===== src/rtl/clk_freq_meter.sv =====
// Measures the rising-to-rising period of clk_in in clk_ref cycles, declares lock and flags clock loss (MEAS_DUTY_EN adds high_time).
// Latency: rise on clk_in reaches period/period_valid 3 clk_ref edges after clk_in is first sampled high; all outputs registered.
// Backpressure: none; period_valid and timeout are fire-and-forget single-cycle pulses.
module clk_freq_meter #(
    parameter int CNT_W       = 16,
    parameter int LOCK_CYCLES = 4,
    parameter int TOL         = 1
) (
    input  logic             clk_ref,
    input  logic             rst_n,
    input  logic             clk_in,
    output logic [CNT_W-1:0] period,
    output logic             period_valid,
    output logic             locked,
    output logic             timeout
`ifdef MEAS_DUTY_EN
    ,
    output logic [CNT_W-1:0] high_time
`endif
);

    typedef enum logic [1:0] {
        IDLE   = 2'd0,
        ACQ    = 2'd1,
        LOCKED = 2'd2
    } state_e;

    localparam logic [CNT_W-1:0] CNT_MAX = '1;
    localparam logic [CNT_W-1:0] CNT_ONE = CNT_W'(1);
    localparam logic [CNT_W-1:0] TOL_V   = CNT_W'(TOL);
    localparam logic [7:0]       LOCK_V  = 8'(LOCK_CYCLES);

    logic             sync1_q, sync1_d;
    logic             sync2_q, sync2_d;
    logic             prev_q, prev_d;
    logic [CNT_W-1:0] cnt_q, cnt_d;
    logic [CNT_W-1:0] ref_period_q, ref_period_d;
    logic [7:0]       match_cnt_q, match_cnt_d;
    state_e           state_q, state_d;
    logic [CNT_W-1:0] period_q, period_d;
    logic             period_valid_q, period_valid_d;
    logic             locked_q, locked_d;
    logic             timeout_q, timeout_d;

    logic             rise_det;
    logic [CNT_W-1:0] diff;
    logic             is_match;

    always_comb begin
        sync1_d        = clk_in;
        sync2_d        = sync1_q;
        prev_d         = sync2_q;
        rise_det       = sync2_q & ~prev_q;
        diff           = (cnt_q >= ref_period_q) ? (cnt_q - ref_period_q) : (ref_period_q - cnt_q);
        is_match       = (diff <= TOL_V);
        cnt_d          = cnt_q;
        ref_period_d   = ref_period_q;
        match_cnt_d    = match_cnt_q;
        state_d        = state_q;
        period_d       = period_q;
        period_valid_d = 1'b0;
        timeout_d      = 1'b0;

        case (state_q)
            IDLE: begin
                cnt_d = '0;
                // The first edge only starts the count; it has no period to report.
                if (rise_det) begin
                    state_d     = ACQ;
                    cnt_d       = CNT_ONE;
                    match_cnt_d = 8'd0;
                end
            end
            default: begin
                if (rise_det) begin
                    cnt_d          = CNT_ONE;
                    period_d       = cnt_q;
                    period_valid_d = 1'b1;
                    if (state_q == LOCKED) begin
                        if (!is_match) begin
                            state_d      = ACQ;
                            ref_period_d = cnt_q;
                            match_cnt_d  = 8'd1;
                        end
                    end else begin
                        if ((match_cnt_q == 8'd0) || !is_match) begin
                            ref_period_d = cnt_q;
                            match_cnt_d  = 8'd1;
                        end else begin
                            match_cnt_d = match_cnt_q + 8'd1;
                        end
                        if (match_cnt_d == LOCK_V) begin
                            state_d = LOCKED;
                        end
                    end
                end else if (cnt_q == CNT_MAX) begin
                    state_d     = IDLE;
                    cnt_d       = '0;
                    match_cnt_d = 8'd0;
                    timeout_d   = 1'b1;
                end else begin
                    cnt_d = cnt_q + CNT_ONE;
                end
            end
        endcase

        locked_d = (state_d == LOCKED);
    end

`ifdef MEAS_DUTY_EN
    logic             fall_det;
    logic [CNT_W-1:0] high_time_q, high_time_d;

    always_comb begin
        fall_det    = ~sync2_q & prev_q;
        high_time_d = high_time_q;
        if ((state_q != IDLE) && fall_det) begin
            high_time_d = cnt_q;
        end
    end

    always_ff @(posedge clk_ref) begin
        if (!rst_n) begin
            high_time_q <= '0;
        end else begin
            high_time_q <= high_time_d;
        end
    end

    assign high_time = high_time_q;
`endif

    always_ff @(posedge clk_ref) begin
        if (!rst_n) begin
            sync1_q        <= 1'b0;
            sync2_q        <= 1'b0;
            prev_q         <= 1'b0;
            cnt_q          <= '0;
            ref_period_q   <= '0;
            match_cnt_q    <= 8'd0;
            state_q        <= IDLE;
            period_q       <= '0;
            period_valid_q <= 1'b0;
            locked_q       <= 1'b0;
            timeout_q      <= 1'b0;
        end else begin
            sync1_q        <= sync1_d;
            sync2_q        <= sync2_d;
            prev_q         <= prev_d;
            cnt_q          <= cnt_d;
            ref_period_q   <= ref_period_d;
            match_cnt_q    <= match_cnt_d;
            state_q        <= state_d;
            period_q       <= period_d;
            period_valid_q <= period_valid_d;
            locked_q       <= locked_d;
            timeout_q      <= timeout_d;
        end
    end

    assign period       = period_q;
    assign period_valid = period_valid_q;
    assign locked       = locked_q;
    assign timeout      = timeout_q;

endmodule


===== config.mk =====
export PLATFORM = sky130hd
export DESIGN_NAME = clk_freq_meter
export DESIGN_NICKNAME = d
export VERILOG_FILES = /design/src/rtl/clk_freq_meter.sv
export SDC_FILE = /design/constraint.sdc
export NUM_CORES = 1
export LEC_CHECK = 0
export BUFFER_PORTS_ARGS = -buffer_cell sky130_fd_sc_hd__buf_2
export CAP_MARGIN = 20
export CORE_MARGIN = 2
export CORE_UTILIZATION = 39
export CTS_CLUSTER_SIZE = 28
export DETAILED_ROUTE_END_ITERATION = 10
export PLACE_DENSITY = 0.66
export SLEW_MARGIN = 10
export SYNTH_ARGS = -nofsm -noshare
export SYNTH_HDL_FRONTEND = slang
export SYNTH_SLANG_ARGS = --single-unit

===== constraint.sdc =====
create_clock -name clk_ref -period 4.48 [get_ports clk_ref]
set_clock_uncertainty 0.1 [all_clocks]
set_input_delay 0.672 -clock clk_ref [delete_from_list [all_inputs] [get_ports clk_ref]]
set_output_delay 0.672 -clock clk_ref [all_outputs]
set_load 0.005 [all_outputs]

Yosys cells after proc, flatten, opt, wreduce, memory -nomap -nowiden --
Cells that the tools add are included.
Word-level totals: register bits 64, output and inout bits 19
Operators by class: add/sub/neg operators 4, magnitude comparators 2, equality and inequality tests 7, mux-type cells 27, bitwise logic cells 4, reduce and logical (&&, ||, !) cells 11
Operators with widths (count):
- 2-to-1 mux 16 bit | 7
- 2-to-1 mux 8 bit | 10
- subtractor 16 bit | 2
- adder 16 x 1 -> 16 bit, second input constant | 1
- equality test 16 bit, second input constant | 1
- >= comparator 16 bit | 1
- less-or-equal comparator 16 x 1 -> 1 bit, second input constant | 1
- 2-to-1 mux 2 bit | 7
- adder 8 x 1 -> 8 bit, second input constant | 1
- equality test 8 x 3 -> 1 bit, second input constant | 1
- logical NOT 8 bit | 1
- equality test 2 bit, second input constant | 2
- inequality test 2 bit, second input constant | 2
- inequality test 4 x 3 -> 1 bit, second input constant | 1
- AND reduction 4 bit | 1
- nonzero test 2 bit | 2
- 2-to-1 mux 1 bit | 3
- NOT 1 bit | 3
- AND reduction 3 bit | 1
- OR reduction 3 bit | 1
- logical NOT 2 bit | 1
- AND reduction 2 bit | 1
- OR reduction 2 bit | 1
- bitwise AND 1 bit | 1
- other kinds (2) | 2

Depth between registers and ports, before layout --
depth after elaboration 15, mapped depth 15, gate-level depth less buffers 14

Worst setup path after synthesis --
No wires, ideal clock.
path type reg-to-reg, start register cnt_q[2], end register match_cnt_q[0], data arrival time 3306 ps, required time 4321 ps, slack 1015 ps, stages on the path, launching flop included 15, period minus slack after synthesis 3465 ps, cell sequence dfxtp_1 > clkbuf_1 > inv_1 > ha_1 > buf_6 > a21o_1 > a221oi_4 > o21ai_0 > xnor2_1 > a211oi_2 > a311oi_1 > a31o_2 > or4_4 > a21oi_4 > a22o_1
On the way: cells in the longest elaborated chain, start to end 12, elaborated cells between the ends (all ways) 18, those cells by class add/sub: 2; order compare: 2; eq/ne: 2; mux: 8; reduce/logical: 4
Ends and longest elaborated chain:
- start: declaration | RTL line 36 | logic [CNT_W-1:0] cnt_q, cnt_d;
- start signal: assignment | RTL line 150 | cnt_q <= cnt_d;
- subtractor 16 bit or >= comparator 16 bit (tied branches) | RTL line 54 | diff = (cnt_q >= ref_period_q) ? (cnt_q - ref_period_q) : (ref_period_q - cnt_q);
- 2-to-1 mux 16 bit | RTL line 54
- less-or-equal comparator 16 x 1 -> 1 bit | RTL line 55 | is_match = (diff <= TOL_V);
- logical NOT 1 bit | RTL line 86 | if ((match_cnt_q == 8'd0) || !is_match) begin
- logical OR 1 bit | RTL line 86
- 2-to-1 mux 8 bit | RTL line 86
- 2-to-1 mux 8 bit | RTL line 79 | if (state_q == LOCKED) begin
- 2-to-1 mux 8 bit | RTL line 75 | if (rise_det) begin
- 2-to-1 mux 8 bit | RTL line 64 | case (state_q)
- 2-to-1 mux 8 bit | RTL line 79
- 2-to-1 mux 8 bit | RTL line 75
- 2-to-1 mux 8 bit | RTL line 64
- end signal: assignment | RTL line 152 | match_cnt_q <= match_cnt_d;
- end: declaration | RTL line 38 | logic [7:0] match_cnt_q, match_cnt_d;
Parallel ways exist; a longest one is shown, timed or not. The select of a mux whose other input is x is not followed. A chain may end at the register's enable or synchronous reset.

Worst setup path in the final report --
start register cnt_q[0], end register match_cnt_q[0]
Same word-level chain as after synthesis.

==> flow_metrics.tcl <==
set metrics [dict create \
    status "finished, final reports clean" \
    grt_max_degree 43 \
    dp_cells 689 \
    crit_path_top_delay_cell "or4_4" \
    synth_ff_type "dfxtp_1" \
    fin_ws_ns 0.539 \
    critical_path.max_stage_delay_ns 0.50 \
    rsz0062_at_grt "false" \
    clkPwrFrac 0.532 \
    crit_cells 14 \
    switching_share 0.205 \
    worstHoldStart "sync1_q$_SDFF_PN0_" \
    p_leak_nw 1.91 \
    synth_seq_cells 64 \
    power_frac_seq 0.431 \
    cts_hold_buf 0 \
    critPathLaunch "cnt_q[0]$_SDFF_PN0_" \
    routedWlPerCell_um 14.8 \
    num_rows 38 \
    antenna_left 0 \
    cp_common_cell "inv_1" \
    maxCapViolations 0 \
    coreArea_um2 10900 \
    fin_nets 599 \
    power_mw 1.33 \
    grt_pass1_vias 3609 \
    vias 3833 \
    grt-ovfl-total 0 \
    syn_area_um2 4390 \
    h-tree-depth 3 \
    pwr-share-comb 0.037 \
    fin_crit_sh 0.880 \
    worstPathArrival_ns 4.12 \
    clk_pin_slew_ns 0.05 \
    post_cts_buffers 0 \
    die_h_um 110 \
    power_switching_uw 274 \
    maxSlewViolCount 0 \
    post_dp_cell_area_um2 4580 \
    r2r_start "cnt_q[0]$_SDFF_PN0_" \
    die_w_um 110 \
    wl_um 10400 \
    die_area_um2 12100 \
    synth_edf_count 0 \
    yosys_warnings 0 \
    most-common-layout-cells "82 x nand2_1, 64 x dfxtp_1, 46 x a21oi_1, 45 x inv_1, 35 x nor2_1" \
    fin_area_um2 4890 \
    r2r_setup_slack_ns 0.54 \
    layout_commonest_cell "nand2_1" \
    clkLatencyLatePin_ns 0.34 \
    instances_no_fill 704 \
    netlist_instances 547 \
    hp-class "reg2reg" \
    cp_top_family "compound AO/OA/AOI/OAI gates" \
    tritoncts "yes" \
    drt-pass1-iter-count 5 \
    path_cells "inv_1 > ha_1 > inv_1 > fa_1 > a21o_1 > a221oi_4 > o21ai_0 > xnor2_1 > a211oi_2 > a311oi_1 > a31o_2 > or4_4 > a21oi_4 > a22o_1" \
    vias_per_cell 5.44 \
    gp_congestion 0.858 \
    ys_seq_area_frac 0.292 \
    max_slew_margin 0.573 \
    intPower_mw 1.06 \
    pin_count 22 \
    period_minus_slack_ns 3.94 \
    initial_core_util 0.402 \
    area_growth_pct 11.2 \
    syn_avg_cell_area_um2 8.03 \
    path_buf_inv 2 \
    cts_made_buffers 9 \
    critPathKind "reg2reg" \
    synth_nets 586 \
    dp_worst_setup_slack_ns 0.585 \
    diodes 0 \
    drive_gt1_frac 0.113 \
    p_per_area_nw_per_um2 273 \
    whs_ns 0.332 \
    antenna_found_initial 0 \
    grt_pass1_wl_um 17600 \
    worst_pin_slew_ns 0.640 \
    startpoint_type "flip-flop" \
    portBuffers 21 \
    utilization 0.447 \
    crit_path_max_fanout 8 \
    synth_cell_types 60 \
    cts_sinks 64 \
    max_clock_freq_ghz 0.254 \
    reg2reg_depth 14 \
    cts_resized 0 \
    drc 0 \
    worstPathRequired_ns 4.66 \
    cts_root_buffer "clkbuf_16" \
    cts_max_path_buffers 2 \
    setup_viol 0 \
    ir_drop_mv 0.279 \
    hpwlAfterDp_um 7820 \
    fin_setup_tns_ns 0 \
    gr-usage-all-layers 0.186 \
    hold-path-cell-count 1 \
    drt_iter0_markers 218 \
    ys_async_sr_fraction 0 \
    finalHoldViolCount 0 \
    end_kind "flip-flop" \
]
path summary, 6_finish.rpt:
| kind | end |
|---|---|
| setup / recovery | match_cnt_q[0]$_SDFFE_PN0P_ |
| hold / removal | prev_d$_SDFF_PN0_ |
| setup reg to reg | match_cnt_q[0]$_SDFFE_PN0P_ |
| hold reg to reg | prev_d$_SDFF_PN0_ |
state kept, by name, indices dropped and copies added (netlist names), 2 cells and up:
register / count
period: 16
state_q: 2
match_cnt_q: 8
cnt_q: 16
ref_period_q: 16
layer usage:
metal | GRT usage | up-vias | wire length [um]
li1 | - | 1920 | -
met5 | 0 | - | 0
met1 | 0.244 | 1801 | 4830
met4 | 0.0875 | 0 | 275
met3 | 0.0364 | 24 | 410
met2 | 0.296 | 88 | 4930
kinds of logic after synthesis:
kind of cell    after synthesis  share of synthesized area
xor+xnor                     30                     0.0615
fa+ha+maj                    36                      0.106
buf+inv                      70                     0.0700
compound gates              135                      0.221
flops                        64                      0.292
simple gates                192                      0.204
mux                          20                     0.0456
area by class of cell:
class	count	area [um2]
timing repair buffer	27	150
tap	140	175
sequential	64	1280
clock buffer	12	267
fill	1100	6050
inverter	45	169
multi-input combinational	413	2810
clock inverter	3	40.0
worst register-to-register path, cell delays in order (launching register included):
cell,delay (ns)
dfxtp_1,0.40
inv_1,0.12
ha_1,0.15
inv_1,0.05
fa_1,0.42
a21o_1,0.22
a221oi_4,0.37
o21ai_0,0.19
xnor2_1,0.18
a211oi_2,0.29
a311oi_1,0.15
a31o_2,0.27
or4_4,0.50
a21oi_4,0.28
a22o_1,0.18
cells in the mapped netlist, types with 3 or more instances:
| master | count | area share |
|---|---|---|
| o21ai_1 | 10 | 0.011 |
| a21o_1 | 10 | 0.017 |
| o21ai_0 | 13 | 0.015 |
| inv_1 | 45 | 0.038 |
| nor3_1 | 9 | 0.010 |
| clkbuf_1 | 14 | 0.012 |
| or3_1 | 4 | 0.0057 |
| a211oi_1 | 5 | 0.0085 |
| xnor2_1 | 22 | 0.044 |
| nand3_1 | 17 | 0.019 |
| nor2_1 | 35 | 0.030 |
| buf_2 | 3 | 0.0034 |
| nand4_1 | 11 | 0.016 |
| a221o_1 | 3 | 0.0068 |
| a211oi_2 | 3 | 0.0085 |
| o2bb2ai_1 | 4 | 0.0080 |
| nand2b_1 | 3 | 0.0043 |
| nand3b_1 | 5 | 0.0085 |
| xor2_1 | 7 | 0.014 |
| a31oi_1 | 5 | 0.0071 |
| o2111a_1 | 3 | 0.0077 |
| dfxtp_1 | 64 | 0.29 |
| and3_1 | 3 | 0.0043 |
| mux2i_1 | 20 | 0.046 |
| ha_1 | 34 | 0.097 |
| buf_4 | 5 | 0.0085 |
| a21oi_1 | 46 | 0.052 |
| and2_1 | 8 | 0.011 |
| o21bai_1 | 8 | 0.014 |
| buf_6 | 3 | 0.0077 |
| a21oi_2 | 3 | 0.0060 |
| nor2b_1 | 6 | 0.0085 |
| nand2_1 | 82 | 0.070 |
power by group through the flow:
stage | clock network (mW) | logic, mW | registers, mW
finish | 0.710 | 0.0497 | 0.575
global route | 0.750 | 0.0547 | 0.575
CTS | 0.725 | 0.0495 | 0.575
detailed placement | 0 | 0.0492 | 0.587
global placement | 0 | 0.0491 | 0.587
floorplan | 0 | 0.0371 | 0.586
(Power assumes the default switching activity.)
